$ cat config.mk
export PLATFORM = sky130hd
export DESIGN_NAME = exec_unit_flat
export DESIGN_NICKNAME = d
export VERILOG_FILES = /design/src/rtl/exec_unit_if.sv /design/src/rtl/exec_unit.sv /design/src/flat_wrapper.sv
export SDC_FILE = /design/constraint.sdc
export NUM_CORES = 1
export LEC_CHECK = 0
export ABC_AREA = 1
export BUFFER_PORTS_ARGS = -buffer_cell sky130_fd_sc_hd__buf_4
export CAP_MARGIN = 40
export CORE_ASPECT_RATIO = 2
export CORE_UTILIZATION = 44
export CTS_CLUSTER_DIAMETER = 60
export CTS_CLUSTER_SIZE = 14
export DETAILED_ROUTE_END_ITERATION = 16
export PLACE_DENSITY_LB_ADDON = 0.12
export SLEW_MARGIN = 25
export SYNTH_ARGS = -nofsm -noshare
export SYNTH_HDL_FRONTEND = slang
export SYNTH_SLANG_ARGS = --single-unit
$ cat constraint.sdc
create_clock -name clk -period 2.9 [get_ports clk]
set_input_delay 0.145 -clock clk [delete_from_list [all_inputs] [get_ports clk]]
set_output_delay 0.145 -clock clk [all_outputs]
set_load 0.05 [all_outputs]
$ cat src/rtl/exec_unit_if.sv
// exec_unit_if: request/result bundle between the sequencer/register bank and exec_unit.
// master = upstream driver (sequencer side), slave = exec_unit.
interface exec_unit_if;
    logic       cen;
    logic       start;
    logic [2:0] op;
    logic [2:0] rd_i;
    logic [7:0] a_i;
    logic [7:0] b_i;
    logic       busy;
    logic       we_o;
    logic [2:0] rd_o;
    logic [7:0] dat_o;
    logic       z_o;
    logic       c_o;

    modport master (
        output cen, start, op, rd_i, a_i, b_i,
        input  busy, we_o, rd_o, dat_o, z_o, c_o
    );

    modport slave (
        input  cen, start, op, rd_i, a_i, b_i,
        output busy, we_o, rd_o, dat_o, z_o, c_o
    );
endinterface

$ cat src/rtl/exec_unit.sv
// exec_unit: 8-bit execute stage, single-cycle ALU ops plus a write-back cycle to the bank.
// Define EXEC_MUL_EN to build the 8-cycle shift-add multiplier; otherwise op 110 passes a_i.
module exec_unit (
    input  logic       clk,
    input  logic       rst,
    exec_unit_if.slave bus
);
    localparam logic [1:0] S_IDLE = 2'd0;
    localparam logic [1:0] S_WB   = 2'd2;
`ifdef EXEC_MUL_EN
    localparam logic [1:0] S_MUL  = 2'd1;
`endif

    logic [1:0] state;
    logic [2:0] rd_q;
    logic [7:0] dat_q;
    logic       z_q;
    logic       c_q;

    // Single-cycle result, computed straight from the operands at accept time.
    logic [7:0]  alu_d;
    logic        alu_c;
    logic [8:0]  sum;
    logic [15:0] shl;

    always_comb begin
        alu_d = 8'd0;
        alu_c = 1'b0;
        sum   = 9'd0;
        shl   = 16'd0;
        case (bus.op)
            3'b000: begin
                sum   = {1'b0, bus.a_i} + {1'b0, bus.b_i};
                alu_d = sum[7:0];
                alu_c = sum[8];
            end
            3'b001: begin
                // 9-bit difference: bit 8 is the unsigned borrow
                sum   = {1'b0, bus.a_i} - {1'b0, bus.b_i};
                alu_d = sum[7:0];
                alu_c = sum[8];
            end
            3'b010: alu_d = bus.a_i & bus.b_i;
            3'b011: alu_d = bus.a_i | bus.b_i;
            3'b100: alu_d = bus.a_i ^ bus.b_i;
            3'b101: begin
                shl   = {8'd0, bus.a_i} << bus.b_i[2:0];
                alu_d = shl[7:0];
                alu_c = |shl[15:8];
            end
            3'b110:  alu_d = bus.a_i;
            default: alu_d = bus.b_i;
        endcase
    end

`ifdef EXEC_MUL_EN
    logic [7:0]  a_q;
    logic [7:0]  b_q;
    logic [2:0]  mrd_q;
    logic [15:0] acc;
    logic [2:0]  cnt;
    logic [15:0] mul_nxt;

    // One multiplier bit per enabled cycle, LSB first.
    assign mul_nxt = acc + (b_q[cnt] ? ({8'd0, a_q} << cnt) : 16'd0);
`endif

    always_ff @(posedge clk or negedge rst) begin
        if (!rst) begin
            state <= S_IDLE;
            rd_q  <= 3'd0;
            dat_q <= 8'd0;
            z_q   <= 1'b0;
            c_q   <= 1'b0;
`ifdef EXEC_MUL_EN
            a_q   <= 8'd0;
            b_q   <= 8'd0;
            mrd_q <= 3'd0;
            acc   <= 16'd0;
            cnt   <= 3'd0;
`endif
        end else if (bus.cen) begin
            case (state)
                S_IDLE: if (bus.start) begin
`ifdef EXEC_MUL_EN
                    if (bus.op == 3'b110) begin
                        a_q   <= bus.a_i;
                        b_q   <= bus.b_i;
                        mrd_q <= bus.rd_i;
                        acc   <= 16'd0;
                        cnt   <= 3'd0;
                        state <= S_MUL;
                    end else
`endif
                    begin
                        dat_q <= alu_d;
                        c_q   <= alu_c;
                        z_q   <= (alu_d == 8'd0);
                        rd_q  <= bus.rd_i;
                        state <= S_WB;
                    end
                end
`ifdef EXEC_MUL_EN
                S_MUL: begin
                    acc <= mul_nxt;
                    cnt <= cnt + 3'd1;
                    if (cnt == 3'd7) begin
                        dat_q <= mul_nxt[7:0];
                        c_q   <= |mul_nxt[15:8];
                        z_q   <= (mul_nxt[7:0] == 8'd0);
                        rd_q  <= mrd_q;
                        state <= S_WB;
                    end
                end
`endif
                S_WB:    state <= S_IDLE;
                default: state <= S_IDLE;
            endcase
        end
    end

    assign bus.busy  = (state != S_IDLE);
    assign bus.we_o  = (state == S_WB);
    assign bus.rd_o  = rd_q;
    assign bus.dat_o = dat_q;
    assign bus.z_o   = z_q;
    assign bus.c_o   = c_q;
endmodule

$ cat src/flat_wrapper.sv
// flat-port wrapper written by rule: the top's interface ports become plain ports
module exec_unit_flat 
  (clk, rst, bus_cen, bus_start, bus_op, bus_rd_i, bus_a_i, bus_b_i, bus_busy, bus_we_o, bus_rd_o, bus_dat_o, bus_z_o, bus_c_o);
  exec_unit_if bus_i ();
  input  logic clk;
  input  logic rst;
  input wire logic [$bits(bus_i.cen)-1:0] bus_cen;
  input wire logic [$bits(bus_i.start)-1:0] bus_start;
  input wire logic [$bits(bus_i.op)-1:0] bus_op;
  input wire logic [$bits(bus_i.rd_i)-1:0] bus_rd_i;
  input wire logic [$bits(bus_i.a_i)-1:0] bus_a_i;
  input wire logic [$bits(bus_i.b_i)-1:0] bus_b_i;
  output wire logic [$bits(bus_i.busy)-1:0] bus_busy;
  output wire logic [$bits(bus_i.we_o)-1:0] bus_we_o;
  output wire logic [$bits(bus_i.rd_o)-1:0] bus_rd_o;
  output wire logic [$bits(bus_i.dat_o)-1:0] bus_dat_o;
  output wire logic [$bits(bus_i.z_o)-1:0] bus_z_o;
  output wire logic [$bits(bus_i.c_o)-1:0] bus_c_o;
  assign bus_i.cen = bus_cen;
  assign bus_i.start = bus_start;
  assign bus_i.op = bus_op;
  assign bus_i.rd_i = bus_rd_i;
  assign bus_i.a_i = bus_a_i;
  assign bus_i.b_i = bus_b_i;
  assign bus_busy = bus_i.busy;
  assign bus_we_o = bus_i.we_o;
  assign bus_rd_o = bus_i.rd_o;
  assign bus_dat_o = bus_i.dat_o;
  assign bus_z_o = bus_i.z_o;
  assign bus_c_o = bus_i.c_o;
  exec_unit u_core (.clk(clk), .rst(rst), .bus(bus_i));
endmodule
# Word level (Yosys, flattened, before mapping)
# Index checks and enable logic that the tools add are counted.
# op_classes
n_reduce_logical	7
add_sub_neg	2
n_shift	1
bitwise	3
muxes	4
n_eq_ne	8
# ops
operator	count
$pmux W8 S7	1
$shl A8 B3 Y16	1
$add A8 B8 Y9	1
$eq A3 B3 Y1 const B	3
$sub A8 B8 Y9	1
$and A8 B8 Y8	1
$logic_not A8 Y1	1
$or A8 B8 Y8	1
$reduce_or A8 Y1	1
$xor A8 B8 Y8	1
$eq A3 B2 Y1 const B	2
$mux W2	2
$eq A3 B1 Y1 const B	1
$logic_not A3 Y1	1
$pmux W1 S3	1
$reduce_and A3 Y1	1
$eq A2 B2 Y1 const B	1
$logic_not A2 Y1	1
$ne A2 B2 Y1 const B	1
$reduce_and A2 Y1	1
$reduce_bool A2 Y1	1
# totals
word_cells	30
input_bits	26
output_inout_bits	15
reg_bits	15

# Longest topological paths before layout
# Gate-level depths: netlist of the first run.
# logic_depth
word_depth	3
depth_mapped	16
ltp_nobuf	16

# Worst setup path before layout of the first run
# OpenSTA, ideal clock, no wires.
# synth_path
path_type	register to register
startpoint	register u_core.state[1]
endpoint	register u_core.state[1]
setup_slack_ns	1.262
synth_period_minus_slack_ns	1.638
t_arrival_ns	1.496
required_time_ns	2.758
n_path_buf	2
setup_ns	0.142
stages_incl_launch_ff	6
cell_sequence	dfrtp_1 inv_1 nand3_1 clkbuf_1 clkbuf_1 o21ai_0
# synth_via
elab_chain_cells	3
elab_cells_between_ends	4
cone_classes	eq/ne: 1; mux: 1; reduce/logical: 2
# synth_rtl
element	line_no	text
start, declared	exec_unit.sv:14	logic [1:0] state;
start signal, assigned	exec_unit.sv:70	state <= S_IDLE;
start signal, assigned	exec_unit.sv:100	state <= S_WB;
start signal, assigned	exec_unit.sv:116	S_WB: state <= S_IDLE;
$logic_not A2 Y1 (*)	exec_unit.sv:83	case (state)
$ne A2 B2 Y1 (no source line)	n/a	
$reduce_and A2 Y1 (no source line)	n/a	
# Mark *: on every way between the ends. The rest lies on a longest branch, timed or not.
# A chain may end at the register's enable or synchronous reset.

# Worst setup path after layout of the first run
# layout_path
startpoint	input bus_b_i[0]
endpoint	register u_core.z_q, in the netlist u_core.bus.z_o
# layout_via
elab_chain_cells	3
elab_cells_between_ends	8
cone_classes	add/sub: 2; shift: 1; mux: 1; bitwise: 3; reduce/logical: 1
# layout_rtl
element	line_no	text
start, declared	flat_wrapper.sv:12	input wire logic [$bits(bus_i.b_i)-1:0] bus_b_i;
$sub A8 B8 Y9 (tied with other cells)	exec_unit.sv:39	sum = {1'b0, bus.a_i} - {1'b0, bus.b_i};
$pmux W8 S7 (*)	exec_unit.sv:31	case (bus.op)
$logic_not A8 Y1 (*)	exec_unit.sv:98	z_q <= (alu_d == 8'd0);
end signal, assigned	exec_unit.sv:98	
end, declared	exec_unit.sv:17	logic z_q;
# Marks and branches as above.

==> metrics.md, run 1 <==
| Metric | Value |
|---|---|
| H-tree depth | 1 |
| Post-CTS Setup Inserts | 0 |
| Final setup violation count | 0 |
| Mapped Cells | 392 |
| First-pass GRT wire length | roughly 12000 µm |
| Cell Rows | 37 |
| Worst path cell trace | buf_4 > ha_1 > fa_1 > inv_1 > nand2_1 > nand2_1 > nor2_1 > nor2_1 > nand4_1 > nor2_1 > nand2_1 > nor2_1 > nand3_1 > nand2_1 |
| Cell with the most instances after synthesis | nand2_1 |
| Longest Clk Path Bufs | 2 |
| CP Class | input pin to flop |
| GRT Total Usage | 0.282 |
| Synth Warn # | 0 |
| CP Launch Type | input pin |
| Critical Path RT | roughly 3 ns |
| Mean Syn Cell Area | 5.91 µm² |
| Area grow syn2layout | 14.4% |
| Register area share after synthesis | 0.151 |
| Max cap viols | 0 |
| HP Class | input pin to flop |
| Clk_lat worst skew | 0.24 ns |
| Period utilisation layout | 0.604 |
| Tmin final | between 1.5 and 2 ns |
| GR Overflow Total | 0 |
| Final Max Tran Viols | 0 |
| Layout cell share with drive strength beyond 1 | 0.135 |
| Post-route cell area | 2650 µm² |
| DR vias | 2618 |
| Wire per inst | 14.6 µm |
| Yosys cell types | 28 |
| Synth area leaders | nand2_1 (19%), dfrtp_1 (15%), ha_1 (14%) |
| Die Span Y | approximately 100 µm |
| Clock root buffer | clkbuf_8 |
| Worst-path clk slew | 0.06 ns |
| Slew @ Worst Pin | between 0.3 and 0.4 ns |
| CP max stage cell | fa_1 |
| Synth area leader | nand2_1 |
| Syn_nets | between 400 and 500 |
| Achievable Freq | roughly 570 MHz |
| Critical path capture point type | flop |
| CP max FO | 13 |
| Total core area | 5090 µm² |
| Maximum VDD drop | approximately 0.44 mV |
| DRT Pass-1 Iters | 4 |
| Skew final | ~0.0017 ns |
| Finished Layout Cells | 480 |
| DRC | 0 |
| Iter 0 DRT Violations | between 70 and 80 |
| IO Count | 41 |
| DP HPWL | 5940 µm |
| N_diodes | 0 |
| Flops & latches, synth | 14 |
| DP Area | about 2600 µm² |
| Post-Route WL | roughly 7000 µm |
| Post-synth EDFFs | 0 |
| Status | completed |
| Gp weighted congestion | approximately 1.0 |
| Most frequent cells after synthesis | nand2_1 (120), nand3_1 (61), inv_1 (55) |
| Critical path arrival | roughly 1.9 ns |
| Final nets | between 400 and 500 |
| Ys flop type | dfrtp_1 |
| RSZ-0062 raised after global routing | no |
| Antenna Violating Nets Remaining | 0 |
| Final Hold Vio Count | 0 |
| Vias in the first global route | around 2600 |
| TNS Setup | 0 ns |
| Tot Pwr | approximately 1.0 mW |
| Sink Count | 14 |
| Asr flop ratio synth | 1.00 |
| Max_slew headroom | 0.752 |
| Power per Cell Area | approximately 390 nW/µm² |
| Vias per inst | approximately 5.5 |
| CTS tree | yes |
| P_leak | ~1.5 nW |
| Port Buffers | 40 |
| Synth top area share | 0.194 |
| CTS buffer count | 3 |
| Starting density of the core | 0.455 |
| Initial antenna violation count | 0 |
| Netlist Area Pre-Place | 2320 µm² |
| Placed Instances | around 480 |
| Reg2reg setup slack | roughly 1.6 ns |
| DIE WIDTH | 53.3 µm |
| Slowest stage delay, CP | 0.43 ns |
| Util after Layout | 0.520 |
| Die area | 5580 µm² |
| Largest net degree at the start of global routing | 22 |
registers in the layout (all words and copies together), names as in the netlist:
signal            flops
u_core.bus.dat_o      8
u_core.bus.rd_o       3
u_core.bus.c_o        1
u_core.bus.z_o        1
u_core.state          1
worst max-delay path: cells and delay by family:
kind / cells / cell delay, ns
buf+inv: 2 / 0.24
fa+ha+maj: 2 / 0.69
simple gates: 10 / 0.85
cell families after synthesis:
group | Yosys count | share of synthesized area
AOI/OAI and AO/OA | 32 | 0.0783
adders and majority gates | 27 | 0.152
buffers and inverters | 75 | 0.146
DFF | 14 | 0.151
muxes | 1 | 0.00432
and+or+nand+nor | 243 | 0.467
cell type report:
type | instances | area [µm²]
clock buffers | 4 | 55.1
fillers | 568 | 2440
inverters | 59 | 226
multi-input cells | 303 | 1630
flip-flops and latches | 14 | 350
well taps | 58 | 72.6
repair buffers | 42 | 318
what timing repair did:
action	4_1_cts	5_1_grt
endpoints found under the hold margin	14	0
hold buffers	1	0
resized for setup	0	0
report_power, final:
| part | leakage [nW] | internal [mW] | total, mW | switching (mW) |
|---|---|---|---|---|
| logic | 1.30 | 0.181 | 0.581 | 0.400 |
| clock network | 0.0288 | 0.120 | 0.187 | 0.0666 |
| registers | 0.176 | 0.235 | 0.257 | 0.0218 |
| total | 1.51 | 0.536 | 1.02 | 0.489 |
placed cells by master (no fill, tap or decap), drive strengths merged:
cell type,Yosys,routed
nor2,39,39
o211ai,1,1
o21ai,18,18
a21oi,9,9
ha,25,25
o21a,1,1
nand3,62,62
mux2i,1,1
a21o,1,1
clkbuf,2,4
dfrtp,14,14
dlygate4sd3,0,1
inv,59,59
fa,2,2
nand2,120,120
nand4,21,21
o2111ai,1,1
a22oi,1,1
buf,14,41
or2,1,1
metal layers:
metal,vias up,track usage,wire (µm)
li1,1320,-,-
met1,1170,0.292,2430
met4,0,0.162,433
met5,-,0,0
met3,29,0.0146,307
met2,99,0.517,3850
final timing paths:
kind | startpoint | end | cells after the start
min in group asynchronous | rst | u_core.bus.rd_o[0] | 2
max reg2reg | u_core.state[1] | u_core.bus.z_o | 8
max in group asynchronous | rst | u_core.bus.rd_o[1] | 2
min | bus_rd_i[0] | u_core.bus.rd_o[0] | 3
max | bus_b_i[0] | u_core.bus.z_o | 14
min reg2reg | u_core.bus.rd_o[1] | u_core.bus.rd_o[1] | 2
stage by stage:
| stage | setup slack (ns) | hold slack [ns] |
|---|---|---|
| 5_1_grt | 0.995 | 0.103 |
| 4_1_cts | 1.15 | 0.0954 |
| 2_1_floorplan | 1.26 | -0.151 |
| 3_3_place_gp | 0.930 | -0.000461 |
| 6_report | 1.15 | 0.0965 |
| 3_5_place_dp | 0.904 | -0.00131 |
No activity file was read; power rests on OpenSTA's default activity.
==> run 2, diff against run 1 <==
--- a/config.mk
+++ b/config.mk
@@ -5,7 +5,7 @@
 export SDC_FILE = /design/constraint.sdc
 export NUM_CORES = 1
 export LEC_CHECK = 0
-export ABC_AREA = 1
+export ABC_AREA = 0
 export BUFFER_PORTS_ARGS = -buffer_cell sky130_fd_sc_hd__buf_4
 export CAP_MARGIN = 40
 export CORE_ASPECT_RATIO = 2
==> constraint.sdc (replaced) <==
create_clock -name clk -period 1.84 [get_ports clk]
set_input_delay 0.092 -clock clk [delete_from_list [all_inputs] [get_ports clk]]
set_output_delay 0.092 -clock clk [all_outputs]
set_load 0.05 [all_outputs]
==> run 2 against run 1 <==
  * The run now ends with setup timing left
  * Sequential power rose by 56%
  * Combinational power rose by 77%
  * Routed wire length shrank 3.6%
  * Register-to-register slack worse by 1.6 ns
  * Sequential share of layout area decreased by 1.2 points
  * Non-clock buffer count is 56 higher
  * Count of clock-buffer cells in the layout unchanged
  * Clock skew rose by 0.0027 ns
  * Global-route usage up 0.48 points
  * Via count is 10% lower
  * Sequential cell count did not move
==> metrics.md, run 2 <==
| Metric | Value |
|---|---|
| Clk pwr share | 0.156 (-0.026) |
| DP Area | 2830 µm² (+9.5%) |
| Worst Hold Slack | 0.0344 ns (-0.0621 ns) |
| Port Buffers | 40 (unchanged) |
| Critical path capture point type | flop |
| Post-route cell area | 2930 µm² (+11%) |
| Register area share after synthesis | 0.167 (+0.0161) |
| Iter 0 DRT Violations | 59 (-20%) |
| Skew final | 0.00435 ns (+0.00267 ns) |
| CTS tree | yes |
| Cell Rows | 35 (-5.4%) |
| RSZ-0062 raised after global routing | yes |
| HP Class | input pin to flop |
| Post-CTS Setup Inserts | 0 (unchanged) |
| Slowest stage delay, CP | 0.35 ns (-0.08 ns) |
| Ys flop type | dfrtp_1 |
| Sink Count | 14 (unchanged) |
| Critical Path RT | 2.03 ns (-1.06 ns) |
| Die area | 5050 µm² (-9.4%) |
| Worst-path clk slew | 0.06 ns (about the same) |
| Netlist Area Pre-Place | 2090 µm² (-9.6%) |
| Top Layer Used | met4 |
| Synth area leaders | dfrtp_1 (17%), ha_1 (15%), nand2_1 (7.5%) |
| Mean Syn Cell Area | 7.72 µm² (+31%) |
| P_int | 944 µW (+76%) |
| Mapped Cells | 271 (-31%) |
| Asr flop ratio synth | 1.00 (unchanged) |
| Crit path launch | bus_b_i[0] |
| TNS Setup | -0.0906 ns (-0.0906 ns) |
| Longest Clk Path Bufs | 2 (unchanged) |
| Wire per inst | 16.4 µm (+12%) |
| Power per Cell Area | 578 nW/µm² (+49%) |
| DIE WIDTH | 50.8 µm (-4.7%) |
| H-tree depth | 1 (unchanged) |
| Initial antenna violation count | 0 (unchanged) |
| Comb power frac | 0.607 (+0.040) |
| Util after Layout | 0.637 (+0.117) |
| Antenna Violating Nets Remaining | 0 (unchanged) |
| Achievable Freq | 518 MHz |
| Synth area leader | dfrtp_1 |
| Largest register FFs | 8 (unchanged) |
| Area grow syn2layout | 40.0% |
| Cell with the most instances after synthesis | nand2_1 |
| Footprint of the multi-input gates | 1630 µm² (+0.31%) |
| CP Class | input pin to flop |
| Synth top area share | 0.167 (-0.0271) |
| Max cap viols | 0 (unchanged) |
| Final Max Tran Viols | 0 (unchanged) |
| Clk_lat worst skew | 0.25 ns (about the same) |
| Most common cell after layout, fill and taps aside | buf_4 |
| Status | complete, but fails checks |
| Yosys cell types | 58 (+110%) |
| Starting density of the core | 0.455 (about the same) |
| Max_slew headroom | 0.649 (-0.104) |
| Period utilisation layout | 1.05 |
| First-pass GRT wire length | 11000 µm (-7.7%) |
| DRT Pass-1 Iters | 4 (unchanged) |
| Gp weighted congestion | 0.948 (-6.8%) |
| Worst path cell trace | buf_4 > ha_2 > fa_2 > and2b_1 > xnor2_1 > a221o_1 > a221o_1 > nor3_2 > and4_1 > a32o_2 |
| Final Hold Vio Count | 0 (unchanged) |
| DP HPWL | 5690 µm (-4.2%) |
| Vias in the first global route | 2358 (-7.7%) |
| Critical path arrival | 2.12 ns (+0.18 ns) |
| Filler instances | 432 (-24%) |
| Met2 WL | 3720 µm (-3.5%) |
| Vias per inst | 5.68 (+4.1%) |
| Largest net degree at the start of global routing | 19 (-14%) |
| Syn_nets | 324 (-27%) |
| CP max stage cell | fa_2 |
| Final setup violation count | 1 (+1) |
| N_diodes | 0 (unchanged) |
| Post-Route WL | 6760 µm (-3.6%) |
| Tmin final | a little under 2 ns |
| P_sw | 751 µW (+54%) |
| Maximum VDD drop | 0.536 mV (+22%) |
| Clock root buffer | clkbuf_8 |
| CP Launch Type | input pin |
| Metal-1 WL | 2420 µm (-0.25%) |
| IO Count | 41 (unchanged) |
| DR vias | 2345 (-10%) |
| Most used cell, CP | a221o_1 |
| Post-synth EDFFs | 0 (unchanged) |
| Switching Fraction | 0.443 (-0.0338) |
| Met3 wire length | 229 µm (-25%) |
| DRC | 0 (unchanged) |
| Synth Warn # | 0 (unchanged) |
| Die Span Y | 99.5 µm (-4.8%) |
| Slew @ Worst Pin | 0.525 ns (+0.154 ns) |
| GR Overflow Total | 0 (unchanged) |
| Failing checks | setup timing |
| Layout cell share with drive strength beyond 1 | 0.344 (+0.209) |
| CP max FO | 3 (-10) |
| Tot Pwr | 1.69 mW (+65%) |
| Placed Instances | 408 (-14%) |
| Most frequent cells after synthesis | nand2_1 (42), ha_1 (25), inv_1 (21) |
| Setup ws final | -0.0906 ns (-1.24 ns) |
| Reg2reg setup slack | -0.01 ns (-1.62 ns) |
| Register area | 352 µm² (+0.36%) |
| Most frequent cells in the layout | buf_4 (96), nand2_1 (42), inv_1 (21), ha_1 (21), a21oi_1 (16) |
| Flop pwr share | 0.237 (-0.014) |
| GRT Total Usage | 0.287 (+0.00481) |
| Final nets | 412 (-13%) |
| Reg-to-Reg Start | u_core.state[1] |
| Min-delay src | bus_rd_i[1] |
| Finished Layout Cells | 413 (-14%) |
| Pre-CTS setup slack | -0.404 ns (-1.31 ns) |
| Total core area | 4600 µm² (-9.7%) |
| Flops & latches, synth | 14 (unchanged) |
| CTS buffer count | 3 (unchanged) |
| P_leak | 1.45 nW (-3.5%) |
[run 2: cell types whose count changed in the layout (fill, tap and decap cells not counted), sizes merged, moves of 9 or more]
cell   change
buf       +56
nand3     -56
nand2     -78
mux2i     +14
nor3       +9
nor2      -26
inv       -37
nand4     -21
[run 2: timing repair]
item	CTS	global route
hold endpoints to repair	14	0
hold buffers	1	0
endpoints found under the setup margin	1	6
gates resized for setup	1	8
[run 2: worst max-delay path, delay by kind of cell]
kind / cells / cell delay [ns]
AOI/OAI and AO/OA: 3 / 0.73
adders and majority gates: 2 / 0.54
buffers and inverters: 1 / 0.12
xor gates and xnor gates: 1 / 0.12
and+or+nand+nor: 3 / 0.52
[run 2: cell families (layout without fill, tap and decap cells)]
family,Yosys count,count (layout),synth area share
xor gates and xnor gates,5,5,0.0209
DFF,14,14,0.167
muxes,15,15,0.0717
adders and majority gates,27,27,0.169
and+or+nand+nor,91,91,0.209
buffers and inverters,37,124,0.0843
AOI/OAI and AO/OA,82,82,0.278
[run 2: power by group through the flow]
stage | Clock [mW] | Sequential [mW] | Combinational (mW)
2_1_floorplan | 0 | 0.628 | 0.391
3_3_place_gp | 0 | 0.405 | 0.991
3_5_place_dp | 0 | 0.407 | 1.00
4_1_cts | 0.268 | 0.402 | 1.01
5_1_grt | 0.282 | 0.409 | 1.11
6_report | 0.265 | 0.401 | 1.03
[run 2: final timing paths]
path,to,cells past startpoint
worst max-delay path,u_core.bus.z_o,10
worst min-delay path,u_core.bus.rd_o[1],3
worst max register to register,u_core.bus.z_o,7
worst min register to register,u_core.bus.dat_o[6],2
max in group asynchronous,u_core.state[1],2
min in group asynchronous,u_core.bus.dat_o[5],2
[run 2: final cells by class]
cell class / instances / area share
well taps: 55 / 0.0235
inverters: 22 / 0.0282
flip-flops and latches: 14 / 0.120
multi-input cells: 220 / 0.557
repair buffers: 98 / 0.256
clock buffers: 4 / 0.0154
[run 2: layer usage]
layer / global-route usage / up-vias
met1: 0.280 / 1075
met4: 0.165 / 0
met2: 0.555 / 89
li1: - / 1145
met3: 0.0260 / 36
met5: 0 / -
